### config.mk
export PLATFORM = sky130hd
export DESIGN_NAME = cdma_lite_slave
export DESIGN_NICKNAME = d
export VERILOG_FILES = /design/src/rtl/cdma_pkg.sv /design/src/rtl/cdma_lite_wr_capture.sv /design/src/rtl/cdma_lite_slave.sv
export SDC_FILE = /design/constraint.sdc
export NUM_CORES = 1
export LEC_CHECK = 0
export CAP_MARGIN = 20
export CORE_UTILIZATION = 44
export CTS_CLUSTER_SIZE = 30
export DETAILED_ROUTE_END_ITERATION = 6
export GPL_TIMING_DRIVEN = 0
export HOLD_SLACK_MARGIN = 0.15
export PLACE_DENSITY_LB_ADDON = 0.3
export SLEW_MARGIN = 15
export SYNTH_ARGS = -nofsm -noshare
export SYNTH_HDL_FRONTEND = slang
export SYNTH_SLANG_ARGS = --single-unit
### constraint.sdc
create_clock -name clk -period 3 [get_ports clk]
set_clock_uncertainty 0.05 [all_clocks]
set_input_delay 0.6 -clock clk [delete_from_list [all_inputs] [get_ports clk]]
set_output_delay 0.6 -clock clk [all_outputs]
set_load 0.05 [all_outputs]
### src/rtl/cdma_pkg.sv
package cdma_pkg;

  localparam logic [31:0] CDMA_CR  = 32'h0000_0000;
  localparam logic [31:0] CDMA_SR  = 32'h0000_0004;
  localparam logic [31:0] CDMA_SA  = 32'h0000_0018;
  localparam logic [31:0] CDMA_DA  = 32'h0000_0020;
  localparam logic [31:0] CDMA_BTT = 32'h0000_0028;

  localparam logic [1:0] RESP_OKAY   = 2'b00;
  localparam logic [1:0] RESP_SLVERR = 2'b10;

  localparam int unsigned SR_IDLE  = 1;
  localparam int unsigned SR_IOC   = 12;
  localparam int unsigned CR_IRQEN = 12;

  typedef enum logic [2:0] {
    REG_CR,
    REG_SR,
    REG_SA,
    REG_DA,
    REG_BTT,
    REG_NONE
  } cdma_reg_e;

  // Decodes a word index (byte address with the two LSBs dropped).
  function automatic cdma_reg_e decode_reg(input logic [29:0] widx);
    if (widx == CDMA_CR[31:2])  return REG_CR;
    if (widx == CDMA_SR[31:2])  return REG_SR;
    if (widx == CDMA_SA[31:2])  return REG_SA;
    if (widx == CDMA_DA[31:2])  return REG_DA;
    if (widx == CDMA_BTT[31:2]) return REG_BTT;
    return REG_NONE;
  endfunction

endpackage

### src/rtl/cdma_lite_wr_capture.sv
// AW/W one-entry holding registers and B response channel.
module cdma_lite_wr_capture
  import cdma_pkg::*;
#(
  parameter int unsigned ADDR_W = 10,
  parameter int unsigned DATA_W = 32
) (
  input  logic              clk,
  input  logic              rst_n,
  input  logic [ADDR_W-1:0] awaddr,
  input  logic              awvalid,
  output logic              awready,
  input  logic [DATA_W-1:0] wdata,
  input  logic              wvalid,
  output logic              wready,
  output logic [1:0]        bresp,
  output logic              bvalid,
  input  logic              bready,
  output logic              commit,
  output logic [ADDR_W-1:0] commit_addr,
  output logic [DATA_W-1:0] commit_data,
  input  logic [1:0]        commit_resp
);

  logic              aw_held, w_held;
  logic              aw_held_nxt, w_held_nxt, bvalid_nxt;
  logic [ADDR_W-1:0] addr_q;
  logic [DATA_W-1:0] data_q;
  logic              aw_hs, w_hs;

  // A handshake in flight counts as held, so commit lands on the handshake edge.
  always_comb begin
    aw_hs       = awvalid & awready;
    w_hs        = wvalid & wready;
    commit      = (aw_held | aw_hs) & (w_held | w_hs);
    commit_addr = aw_held ? addr_q : awaddr;
    commit_data = w_held ? data_q : wdata;
    aw_held_nxt = aw_held;
    w_held_nxt  = w_held;
    bvalid_nxt  = bvalid;
    if (commit) begin
      aw_held_nxt = 1'b0;
      w_held_nxt  = 1'b0;
      bvalid_nxt  = 1'b1;
    end else begin
      if (aw_hs) aw_held_nxt = 1'b1;
      if (w_hs)  w_held_nxt  = 1'b1;
      if (bvalid && bready) bvalid_nxt = 1'b0;
    end
  end

  // Ready flags are registered from next state so they stay low during reset.
  always_ff @(posedge clk or negedge rst_n) begin
    if (!rst_n) begin
      aw_held <= 1'b0;
      w_held  <= 1'b0;
      bvalid  <= 1'b0;
      bresp   <= RESP_OKAY;
      awready <= 1'b0;
      wready  <= 1'b0;
      addr_q  <= '0;
      data_q  <= '0;
    end else begin
      aw_held <= aw_held_nxt;
      w_held  <= w_held_nxt;
      bvalid  <= bvalid_nxt;
      awready <= !aw_held_nxt && !bvalid_nxt;
      wready  <= !w_held_nxt && !bvalid_nxt;
      if (aw_hs) addr_q <= awaddr;
      if (w_hs)  data_q <= wdata;
      if (commit) bresp <= commit_resp;
      else if (bvalid && bready) bresp <= RESP_OKAY;
    end
  end

endmodule

### src/rtl/cdma_lite_slave.sv
// CDMA AXI4-Lite configuration register slave.
module cdma_lite_slave
  import cdma_pkg::*;
#(
  parameter int unsigned ADDR_W = 10,
  parameter int unsigned DATA_W = 32,
  parameter int unsigned BTT_W  = 26
) (
  input  logic              clk,
  input  logic              rst_n,
  input  logic [ADDR_W-1:0] awaddr,
  input  logic              awvalid,
  output logic              awready,
  input  logic [DATA_W-1:0] wdata,
  input  logic              wvalid,
  output logic              wready,
  output logic [1:0]        bresp,
  output logic              bvalid,
  input  logic              bready,
  input  logic [ADDR_W-1:0] araddr,
  input  logic              arvalid,
  output logic              arready,
  output logic [DATA_W-1:0] rdata,
  output logic [1:0]        rresp,
  output logic              rvalid,
  input  logic              rready,
  output logic [DATA_W-1:0] cfg_src_addr,
  output logic [DATA_W-1:0] cfg_dst_addr,
  output logic [BTT_W-1:0]  cfg_btt,
  output logic              xfer_start,
  input  logic              xfer_done,
  output logic              irq
);

  logic              commit;
  logic [ADDR_W-1:0] commit_addr;
  logic [DATA_W-1:0] commit_data;
  logic [1:0]        commit_resp;
  cdma_reg_e         wr_reg, rd_reg;
  logic              wr_ok;
  logic [BTT_W-1:0]  btt_wdata;
  logic              busy, ioc, irq_en;
  logic [DATA_W-1:0] rd_val;
  logic [1:0]        rd_resp;
  logic              ar_hs, rvalid_nxt;
  logic              unused_lsbs;

  cdma_lite_wr_capture #(
    .ADDR_W(ADDR_W),
    .DATA_W(DATA_W)
  ) u_wr_capture (
    .clk        (clk),
    .rst_n      (rst_n),
    .awaddr     (awaddr),
    .awvalid    (awvalid),
    .awready    (awready),
    .wdata      (wdata),
    .wvalid     (wvalid),
    .wready     (wready),
    .bresp      (bresp),
    .bvalid     (bvalid),
    .bready     (bready),
    .commit     (commit),
    .commit_addr(commit_addr),
    .commit_data(commit_data),
    .commit_resp(commit_resp)
  );

  always_comb begin
    unused_lsbs = ^{commit_addr[1:0], araddr[1:0]};
    wr_reg      = decode_reg(30'(commit_addr[ADDR_W-1:2]));
    btt_wdata   = commit_data[BTT_W-1:0];
    commit_resp = RESP_OKAY;
    case (wr_reg)
      REG_SA, REG_DA, REG_BTT: if (busy) commit_resp = RESP_SLVERR;
      REG_NONE:                commit_resp = RESP_SLVERR;
      default:                 commit_resp = RESP_OKAY;
    endcase
    wr_ok = commit && (commit_resp == RESP_OKAY);
  end

  always_ff @(posedge clk or negedge rst_n) begin
    if (!rst_n) begin
      cfg_src_addr <= '0;
      cfg_dst_addr <= '0;
      cfg_btt      <= '0;
      xfer_start   <= 1'b0;
      busy         <= 1'b0;
      ioc          <= 1'b0;
      irq_en       <= 1'b0;
      irq          <= 1'b0;
    end else begin
      xfer_start <= 1'b0;
      if (wr_ok) begin
        case (wr_reg)
          REG_CR: irq_en       <= commit_data[CR_IRQEN];
          REG_SA: cfg_src_addr <= commit_data;
          REG_DA: cfg_dst_addr <= commit_data;
          REG_BTT: begin
            cfg_btt <= btt_wdata;
            if (btt_wdata != '0) begin
              busy       <= 1'b1;
              xfer_start <= 1'b1;
            end
          end
          default: ;
        endcase
      end
      // Completion set takes priority over a coincident W1C.
      if (xfer_done && busy) begin
        busy <= 1'b0;
        ioc  <= 1'b1;
      end else if (wr_ok && wr_reg == REG_SR && commit_data[SR_IOC]) begin
        ioc <= 1'b0;
      end
      irq <= ioc & irq_en;
    end
  end

  always_comb begin
    rd_reg  = decode_reg(30'(araddr[ADDR_W-1:2]));
    rd_val  = '0;
    rd_resp = RESP_OKAY;
    case (rd_reg)
      REG_CR: rd_val[CR_IRQEN] = irq_en;
      REG_SR: begin
        rd_val[SR_IDLE] = !busy;
        rd_val[SR_IOC]  = ioc;
      end
      REG_SA:  rd_val = cfg_src_addr;
      REG_DA:  rd_val = cfg_dst_addr;
      REG_BTT: rd_val[BTT_W-1:0] = cfg_btt;
      default: rd_resp = RESP_SLVERR;
    endcase
    ar_hs      = arvalid & arready;
    rvalid_nxt = rvalid;
    if (ar_hs) rvalid_nxt = 1'b1;
    else if (rvalid && rready) rvalid_nxt = 1'b0;
  end

  always_ff @(posedge clk or negedge rst_n) begin
    if (!rst_n) begin
      rvalid  <= 1'b0;
      rdata   <= '0;
      rresp   <= RESP_OKAY;
      arready <= 1'b0;
    end else begin
      rvalid  <= rvalid_nxt;
      arready <= !rvalid_nxt;
      if (ar_hs) begin
        rdata <= rd_val;
        rresp <= rd_resp;
      end
    end
  end

endmodule

==> run summary <==
Final routed DRC violation total: 0
Worst stage delay on the critical path: 0.57 ns
Tmin final: 2.840 ns
DP HPWL: 15.82 mm
Worst-case reg-to-reg path depth: 5
FF-to-FF Start: u_wr_capture.w_held
R2R Path End: busy
DRT Pass-1 Iters: 4
Final slew viol count: 0
Placed cell areas: 0.01015 mm²
Final net count: 869
Crit-path cells: clkdlybuf4s50_1 > or4_1 > nor2_2 > nand2_1 > buf_1 > o21ai_0
Initial antenna violation count: 0
Total of max-cap violations: 0
#FFs+latches synth: 176
CTS Buf Count: 17
Peak VDD IR: 0.6270 mV
Register area: 0.004404 mm²
CTS tree: yes
Placeable core area: 0.01748 mm²
WL final: 21.86 mm
Sequential area share after synthesis: 0.5522
Peak Freq: 0.3521 GHz
Period utilization: 0.9468
Clock sinks: 176
Footprint of the multi-input gates: 0.003336 mm²
Gate count of the mapped netlist: 603
Overall Power: 8281 µW
Synth Area per Inst: 13.23 µm²
Final hold vios: 0
Row cnt: 48
Clock root buffer: clkbuf_16
Die X: 136.6 µm
H-tree Lvls: 4
# setup viols final: 0
Crit start category: primary input
Worst Setup End Kind: flip-flop
Cts repair resizes: 0
Synth warnings: 0
Height of the die: 136.6 µm
RePlAce Congestion: 0.8151
CP Buf/Inv Count: 2
Crit path required time: 3.29 ns
Via Count: 5822
Worst-path clk slew: 0.06 ns
IO Count: 193
Antenna viol nets, final: 0
Initial Util: 0.4564
Outcome: complete, no violations
Post-CTS Hold Fix Bufs: 0
Gr ovfl total: 0
Drt initial violations: 225
Crit path max-delay family: simple AND/OR/NAND/NOR gates
Critical Path Slowest Stage Cell: or4_1
# Post-CTS Setup Buffers: 0
Fill cell count: 1319
CP arrival: 3.13 ns
Vias per Instance: 5.561
Netlist cell types: 53
Leakage power: 0.004756 µW
Post-synth top flop: dfrtp_1
Post-Syn Area: 0.007976 mm²
Drt wl/cell: 20.88 µm
Crit-path max FO: 10
Worst-Margin Slew: 0.7284 ns
Full die area: 0.01867 mm²
Vias in the first global route: 6025
Final instance area: 0.01078 mm²
Commonest non-fill, non-tap cell in the layout: clkdlybuf4s50_1
Clock latency on the worst-skew pair: 0.43 ns
Layout cells sized above 1: 0.1985
Pwr Density: 768.3 mW/mm²
Post-synth EDFFs: 0
R2R Setup Slk: 0.65 ns
Post-synth ARST share: 1.000
Maximum clock insertion buffer count: 2
Total global-route track usage: 0.2479
Area delta synth->final: 35.12%
Port buffer count: 185
Hold WC Path Type: primary input to async pin
Worst slew margin: 0.5144
Largest net degree at the start of global routing: 95
First-pass GRT wire length: 34.17 mm
Most frequent cells in the layout: 184 x clkdlybuf4s50_1, 176 x dfrtp_1, 87 x mux2_2
RSZ-0062 raised after global routing: false
CP Class: primary input to flip-flop
==> area by class of cell <==
cell class / instances / area share
clock buffers: 22 / 0.04400
diodes: 1 / 0.0002322
clock inverters: 9 / 0.01440
flip-flops and latches: 176 / 0.4086
well taps: 225 / 0.02612
multi-input cells: 388 / 0.3095
repair buffers: 186 / 0.1748
plain buffers: 37 / 0.02124
inverters: 3 / 0.001045
==> where the power goes <==
group	total (µW)	internal, µW	switching (µW)
clock	2360	1460	899
sequential	3250	2860	390
combinational	2670	1140	1530
total	8280	5460	2820
==> how the worst max path moves through the flow <==
| stage | from | end | slack, ns | cells past startpoint |
|---|---|---|---|---|
| after global placement | rst_n | cfg_dst_addr[28] | -5.73 | 1 |
| after detailed placement | araddr[7] | rdata[16] | -0.26 | 6 |
| after CTS | araddr[7] | rdata[16] | 0.18 | 6 |
| after global routing | araddr[7] | rdata[16] | 0.03 | 6 |
| final | araddr[7] | rdata[16] | 0.16 | 6 |
| after floorplan | araddr[7] | rdata[16] | 0.82 | 7 |
==> synth_stat cells, types with 2 or more instances <==
cell / number / area (µm²)
and2_1: 5 / 31.28
buf_1: 2 / 7.510
nand2_1: 41 / 153.9
mux2_4: 18 / 270.3
nor2_1: 14 / 52.55
nand3_1: 3 / 15.01
nor4b_1: 2 / 17.52
o21ai_0: 19 / 95.09
o21ai_1: 16 / 80.08
nor2b_1: 3 / 18.77
nand3_4: 2 / 35.03
inv_1: 3 / 11.26
nor4_1: 13 / 81.33
clkbuf_1: 20 / 75.07
buf_6: 9 / 101.4
or2_2: 2 / 12.51
and3b_1: 3 / 26.28
a21oi_1: 5 / 25.02
a22o_1: 25 / 219.0
mux2_1: 60 / 675.7
nor3b_1: 2 / 15.01
dfrtp_1: 176 / 4404
a22oi_1: 31 / 232.7
buf_4: 6 / 45.04
o22ai_1: 2 / 12.51
mux2_2: 87 / 979.7
nor2_2: 2 / 12.51
nor3_1: 7 / 35.03
==> cells by family after synthesis <==
kind of cell / count (synthesis) / share of synthesized area
flip-flops: 176 / 0.5522
other: 1 / 0.0004701
XOR/XNOR: 2 / 0.002196
buffers and inverters: 40 / 0.03012
multiplexers: 166 / 0.2427
AO/OA/AOI/OAI: 112 / 0.1009
AND/OR/NAND/NOR: 106 / 0.07153
==> through the flow <==
step	instances	util	TNS [ns]	setup slack [ns]	hold WS [ns]
floorplan	604	-	0	0.8218	0.2544
global placement	1014	0.5787	-1008.63	-5.730	0.4104
detailed placement	1015	0.5805	-3.845	-0.2628	0.4254
CTS	1046	0.6166	0	0.1800	0.1619
global route	1046	0.6166	0	0.02919	0.1742
finish	1047	0.6167	0	0.1596	0.1209
==> routing by layer <==
layer / vias to the layer above / share of wire / wire [µm] / global-route usage
met5: - / 0 / 0 / 0
met4: 0 / 0.017 / 369 / 0.08395
met3: 22 / 0.066 / 1453 / 0.06852
met2: 189 / 0.48 / 10600 / 0.4038
met1: 2977 / 0.43 / 9439 / 0.3175
li1: 2634 / - / - / -
==> sequential cells by signal, summed over array words and instances, names as in the netlist, 8 cells and up <==
name and count:
cfg_btt 26, cfg_dst_addr 32, cfg_src_addr 32, rdata 32, u_wr_capture.addr_q 8, u_wr_capture.data_q 32
Power figures use the tool's default switching activity.
==> RTL change 1, RTL diff (config.mk and constraints unchanged) <==
Reset style: synchronous (`rst_n`), changed in 3 clocked blocks.
--- a/src/rtl/cdma_lite_wr_capture.sv
+++ b/src/rtl/cdma_lite_wr_capture.sv
@@ -51,5 +51,5 @@
 
   // Ready flags are registered from next state so they stay low during reset.
-  always_ff @(posedge clk or negedge rst_n) begin
+  always_ff @(posedge clk) begin
     if (!rst_n) begin
       aw_held <= 1'b0;
--- a/src/rtl/cdma_lite_slave.sv
+++ b/src/rtl/cdma_lite_slave.sv
@@ -80,5 +80,5 @@
   end
 
-  always_ff @(posedge clk or negedge rst_n) begin
+  always_ff @(posedge clk) begin
     if (!rst_n) begin
       cfg_src_addr <= '0;
@@ -139,5 +139,5 @@
   end
 
-  always_ff @(posedge clk or negedge rst_n) begin
+  always_ff @(posedge clk) begin
     if (!rst_n) begin
       rvalid  <= 1'b0;
Formal check against the unedited RTL: differs if rst_n is asserted again (counterexample within 4 cycles, from zero or initial values and one cycle with rst_n low); with rst_n held inactive, the same outputs for 4 cycles.
==> RTL change 1 against the original RTL <==
  * Critical path depth grew 1
  * Fmax is 8.7% higher
  * Sequential cell count did not move
  * Sequential share of layout area shrank 6.8 points
  * Non-clock buffer count is 27 higher
  * Count of clock-buffer cells in the layout is 4 lower
  * Area after synthesis shrank 4.0%
  * Cell area fell by 3.9%
  * Routed wire length is 6.1% higher
  * Die area down 3.9%
  * Worst setup slack improved by 0.23 ns
  * Critical path type unchanged
  * Highest routed layer unchanged
Power is not compared: it rests on default switching activity, and its combinational part moved more than twofold at a synthesized area within 25%.
==> RTL change 1: results (changes against the original RTL) <==
Setup path
  – Cell at the slowest stage of the critical path: sky130_fd_sc_hd__or4_4 (was sky130_fd_sc_hd__or4_1)
  – Slack of the worst reg-to-reg path: 0.56 ns (was 0.65 ns)
  – Reg-to-reg critical path startpoint: u_wr_capture.w_held (unchanged)
  – Critical register-to-register path endpoint: xfer_start (was busy)
  – Worst setup startpoint: araddr[9] (was araddr[7])

Global route
  – Met1 Usage GRT: 34.55% (was 31.75%)
  – Total global-route track usage: 26.09% (was 24.79%)

Finish
  – Count of buffers not belonging to the clock network in the layout: 250 (was 223)
  – Number of fillers in the final layout: 1472 (was 1319)
  – Clock buf count: 18 (was 22)
  – Clk cell area share: 5.608% (was 5.839%)
  – NumNets Final: 1084 (was 869)
  – Proportion of layout cells with a drive suffix above 1: 9.257% (was 19.85%)

Timing
  – Final Worst Setup Slack: 0.3859 ns (was 0.1596 ns)

Yosys
  – Multiplexer share of the synthesized area: 17.00% (was 24.27%)
  – Fraction of synthesized cell area in xor and xnor cells: 0.2286% (was 0.2196%)
  – Top_reg_cell synth: sky130_fd_sc_hd__dfxtp_1 (was sky130_fd_sc_hd__dfrtp_1)
  – FFs w/ async S/R, synth: 0% (was 100.0%)
  – Most numerous cell types in the synthesized netlist: 205 x sky130_fd_sc_hd__nand2_1, 176 x sky130_fd_sc_hd__dfxtp_1, 93 x sky130_fd_sc_hd__mux2i_1 (was 176 x sky130_fd_sc_hd__dfrtp_1, 87 x sky130_fd_sc_hd__mux2_2, 60 x sky130_fd_sc_hd__mux2_1)
  – Post-synthesis sequential area ratio: 45.99% (was 55.22%)
  – Mapped Cells: 821 (was 603)
  – Top area cells in the synthesized netlist: sky130_fd_sc_hd__dfxtp_1 46%, sky130_fd_sc_hd__mux2i_1 12%, sky130_fd_sc_hd__nand2_1 10%, sky130_fd_sc_hd__mux2_2 4.9%, sky130_fd_sc_hd__a22o_1 3.4% (was sky130_fd_sc_hd__dfrtp_1 55%, sky130_fd_sc_hd__mux2_2 12%, sky130_fd_sc_hd__mux2_1 8.5%, sky130_fd_sc_hd__mux2_4 3.4%, sky130_fd_sc_hd__a22oi_1 2.9%)
  – Cell variety after synth: 56 (was 53)

Min path
  – Class of the most critical hold timing path: reg -> reg (was in -> async)

Placed design
  – Routability congestion estimate: 0.8885 (was 0.8151)
  – Worst setup timing slack at the placement stage: -0.05871 ns (was -0.2628 ns)
  – Count of buffers from port buffering: 183 (was 185)

Detailed routing
  – Wire length the detailed router placed on met1: 10380 um (was 9439 um)
  – Starting DRC count in detailed routing: 417 (was 225)
  – First-pass iteration count of the detailed router: 5 (was 4)
  – Met3 WL post-DR: 1369 um (was 1453 um)
  – Vias per Instance: 5.524 (was 5.561)

Floorplanning
  – Initial Utilization: 45.55% (was 45.64%)

Status
  – Result of the run: finished, final reports clean (unchanged)
RTL change 1: metrics by stage:
step	instance area (um^2)	total power [mW]
global route	10350	5.249
CTS	10350	5.109
detailed placement	9772	2.936
floorplan	7665	2.730
finish	10350	5.097
global placement	9772	2.929
RTL change 1: worst min path at each step:
stage                                 start                 endpoint  slack [ns]  cells past startpoint
global placement     u_wr_capture.addr_q[8]   u_wr_capture.addr_q[8]        0.39                      2
floorplan            u_wr_capture.addr_q[6]   u_wr_capture.addr_q[6]        0.38                      2
global route        u_wr_capture.data_q[29]  u_wr_capture.data_q[29]        0.42                      2
CTS                  u_wr_capture.addr_q[6]   u_wr_capture.addr_q[6]        0.41                      2
finish               u_wr_capture.addr_q[6]   u_wr_capture.addr_q[6]        0.41                      2
detailed placement   u_wr_capture.addr_q[6]   u_wr_capture.addr_q[6]        0.40                      2
RTL change 1: worst reg2reg max path, stage by stage, from the launching register on:
cell and delay [ns]:
sky130_fd_sc_hd__dfxtp_1 0.45, sky130_fd_sc_hd__clkbuf_1 0.49, sky130_fd_sc_hd__buf_1 0.54, sky130_fd_sc_hd__nand4b_1 0.16, sky130_fd_sc_hd__a221oi_1 0.47, sky130_fd_sc_hd__a211oi_2 0.16
RTL change 1: cells by family (layout without fill, tap and decap cells):
group / after synthesis / count (layout)
AND/OR/NAND/NOR: 285 / 285
flip-flops: 176 / 176
AO/OA/AOI/OAI: 162 / 162
multiplexers: 126 / 126
buffers and inverters: 69 / 284
XOR/XNOR: 2 / 2
other: 1 / 2
RTL change 1: power breakdown:
part	leakage [nW]	total, mW	internal, mW	switching, mW
Clock	0.278	2.21	1.24	0.962
Sequential	1.42	2.40	2.37	0.0290
Combinational	2.20	0.488	0.191	0.297
Total	3.90	5.10	3.81	1.29
==> RTL change 2, RTL diff (same flow settings) <==
Made on the original files. `DATA_W` is set to 32 in 2 places; all go to 64.
--- a/src/rtl/cdma_lite_wr_capture.sv
+++ b/src/rtl/cdma_lite_wr_capture.sv
@@ -4,5 +4,5 @@
 #(
   parameter int unsigned ADDR_W = 10,
-  parameter int unsigned DATA_W = 32
+  parameter int unsigned DATA_W = 64
 ) (
   input  logic              clk,
--- a/src/rtl/cdma_lite_slave.sv
+++ b/src/rtl/cdma_lite_slave.sv
@@ -4,5 +4,5 @@
 #(
   parameter int unsigned ADDR_W = 10,
-  parameter int unsigned DATA_W = 32,
+  parameter int unsigned DATA_W = 64,
   parameter int unsigned BTT_W  = 26
 ) (
Ports: changed (resized cfg_dst_addr, cfg_src_addr, rdata and wdata); port bits go from 193 to 321. No check against the original RTL was run, so the function may have changed too.
==> RTL change 2 against the original RTL <==
  * Routed wire length rose by 69%
  * Worst setup slack improved by 0.039 ns
  * Sequential cell count rose by 128
  * Hold slack improved by 0.30 ns
  * Total power rose by 73%
  * Cell area rose by 70%
  * Synthesized cell count rose by 66%
  * Clock power rose by 77%
  * Area after synthesis rose by 68%
  * First-iteration DRC count rose by 110%
  * Largest power group unchanged
  * Highest routed layer unchanged
==> RTL change 2: results (changes against the original RTL) <==
Status
  – Result of the run: finished, final reports clean (unchanged)

Yosys
  – Cell variety after synth: 55 (was 53)
  – Mean instance size in the synthesized netlist: 13.40 um^2 (was 13.23 um^2)
  – Most numerous cell types in the synthesized netlist: 304 x sky130_fd_sc_hd__dfrtp_1, 202 x sky130_fd_sc_hd__mux2_2, 89 x sky130_fd_sc_hd__mux2i_1 (was 176 x sky130_fd_sc_hd__dfrtp_1, 87 x sky130_fd_sc_hd__mux2_2, 60 x sky130_fd_sc_hd__mux2_1)
  – Multiplexer share of the synthesized area: 29.44% (was 24.27%)
  – Post-synthesis sequential area ratio: 56.64% (was 55.22%)
  – Complex-gate fraction of the synthesized area: 6.195% (was 10.09%)

Global route
  – Antenna violations before repair: 3 (was 0)
  – Via count of the first global-routing pass: 10.02k (was 6025)
  – Wire length of the first global-routing pass: 57740 um (was 34170 um)
  – Total global-route track usage: 24.08% (was 24.79%)

Setup path
  – Arrival time at the worst endpoint: 3.10 ns (was 3.13 ns)
  – Critical register-to-register path endpoint: cfg_src_addr[45] (was busy)
  – Worst setup startpoint: araddr[4] (was araddr[7])
  – Slowest Stage Delay on Critical Path: 0.67 ns (was 0.57 ns)
  – Capturing element of the worst setup path: rdata[23] (was rdata[16])

Timing
  – Max Freq: 356.9 MHz (was 352.1 MHz)
  – Slew of the pin with the lowest slew margin: 0.8271 ns (was 0.7284 ns)

Power and ir drop
  – IR drop worst, VDD: 431.3 uV (was 627.0 uV)
  – Combinational fraction of design power: 31.9% (was 32.2%)
  – Power drawn by the clock network: 4.18 mW (was 2.36 mW)

Clocking
  – Largest buffer count on any clock path: 3 (was 2)
  – Inserted Clock Buffers: 35 (was 17)
  – Count of H-tree levels built during CTS: 2 (was 4)
  – Quantity of gates resized following cts: 1 (was 0)
  – Number of hold-repair buffers added at the cts stage: 1 (was 0)
  – Clock latency at the later pin of the worst-skew pair: 0.50 ns (was 0.43 ns)

Detailed routing
  – Vias per Instance: 5.327 (was 5.561)
  – First-pass iteration count of the detailed router: 5 (was 4)
  – Starting DRC count in detailed routing: 465 (was 225)
  – Routed via count: 9460 (was 5822)
  – Wire length per cell after detailed routing: 20.83 um (was 20.88 um)

Finish
  – Proportion of layout cells with a drive suffix above 1: 24.30% (was 19.85%)

Floorplanning
  – Total number of placement rows: 63 (was 48)

Placed design
  – Worst setup timing slack at the placement stage: -0.4705 ns (was -0.2628 ns)
  – DP Wirelength: 26880 um (was 15820 um)
RTL change 2: changes by cell type after synthesis, sizes merged, moves of 4 or more:
cell,before,now
a21oi,5,9
mux2i,1,89
nor4,13,8
dfrtp,176,304
o21ai,35,80
a22o,25,1
a22oi,31,2
nand2,41,85
a2bb2oi,0,24
buf,17,27
clkbuf,20,31
nor3,7,11
inv,3,15
mux2,165,256
RTL change 2: final cells by class:
cell class              count  area (um^2)
diodes                      3        7.507
plain buffers              58        290.3
clock buffers              50         1015
clock inverters            10        106.4
fillers                  2348        11460
inverters                  15        56.30
multi-input cells         626         5494
flip-flops and latches    304         7607
well taps                 390        488.0
repair buffers            320         3268
RTL change 2: metal layers:
layer / wire (um) / GRT usage, % / vias to the layer above
li1: - / - / 4312
met3: 2243 / 5.219 / 88
met5: 0 / 0 / -
met4: 1500 / 9.986 / 0
met2: 17400 / 38.76 / 300
met1: 15850 / 31.48 / 4760
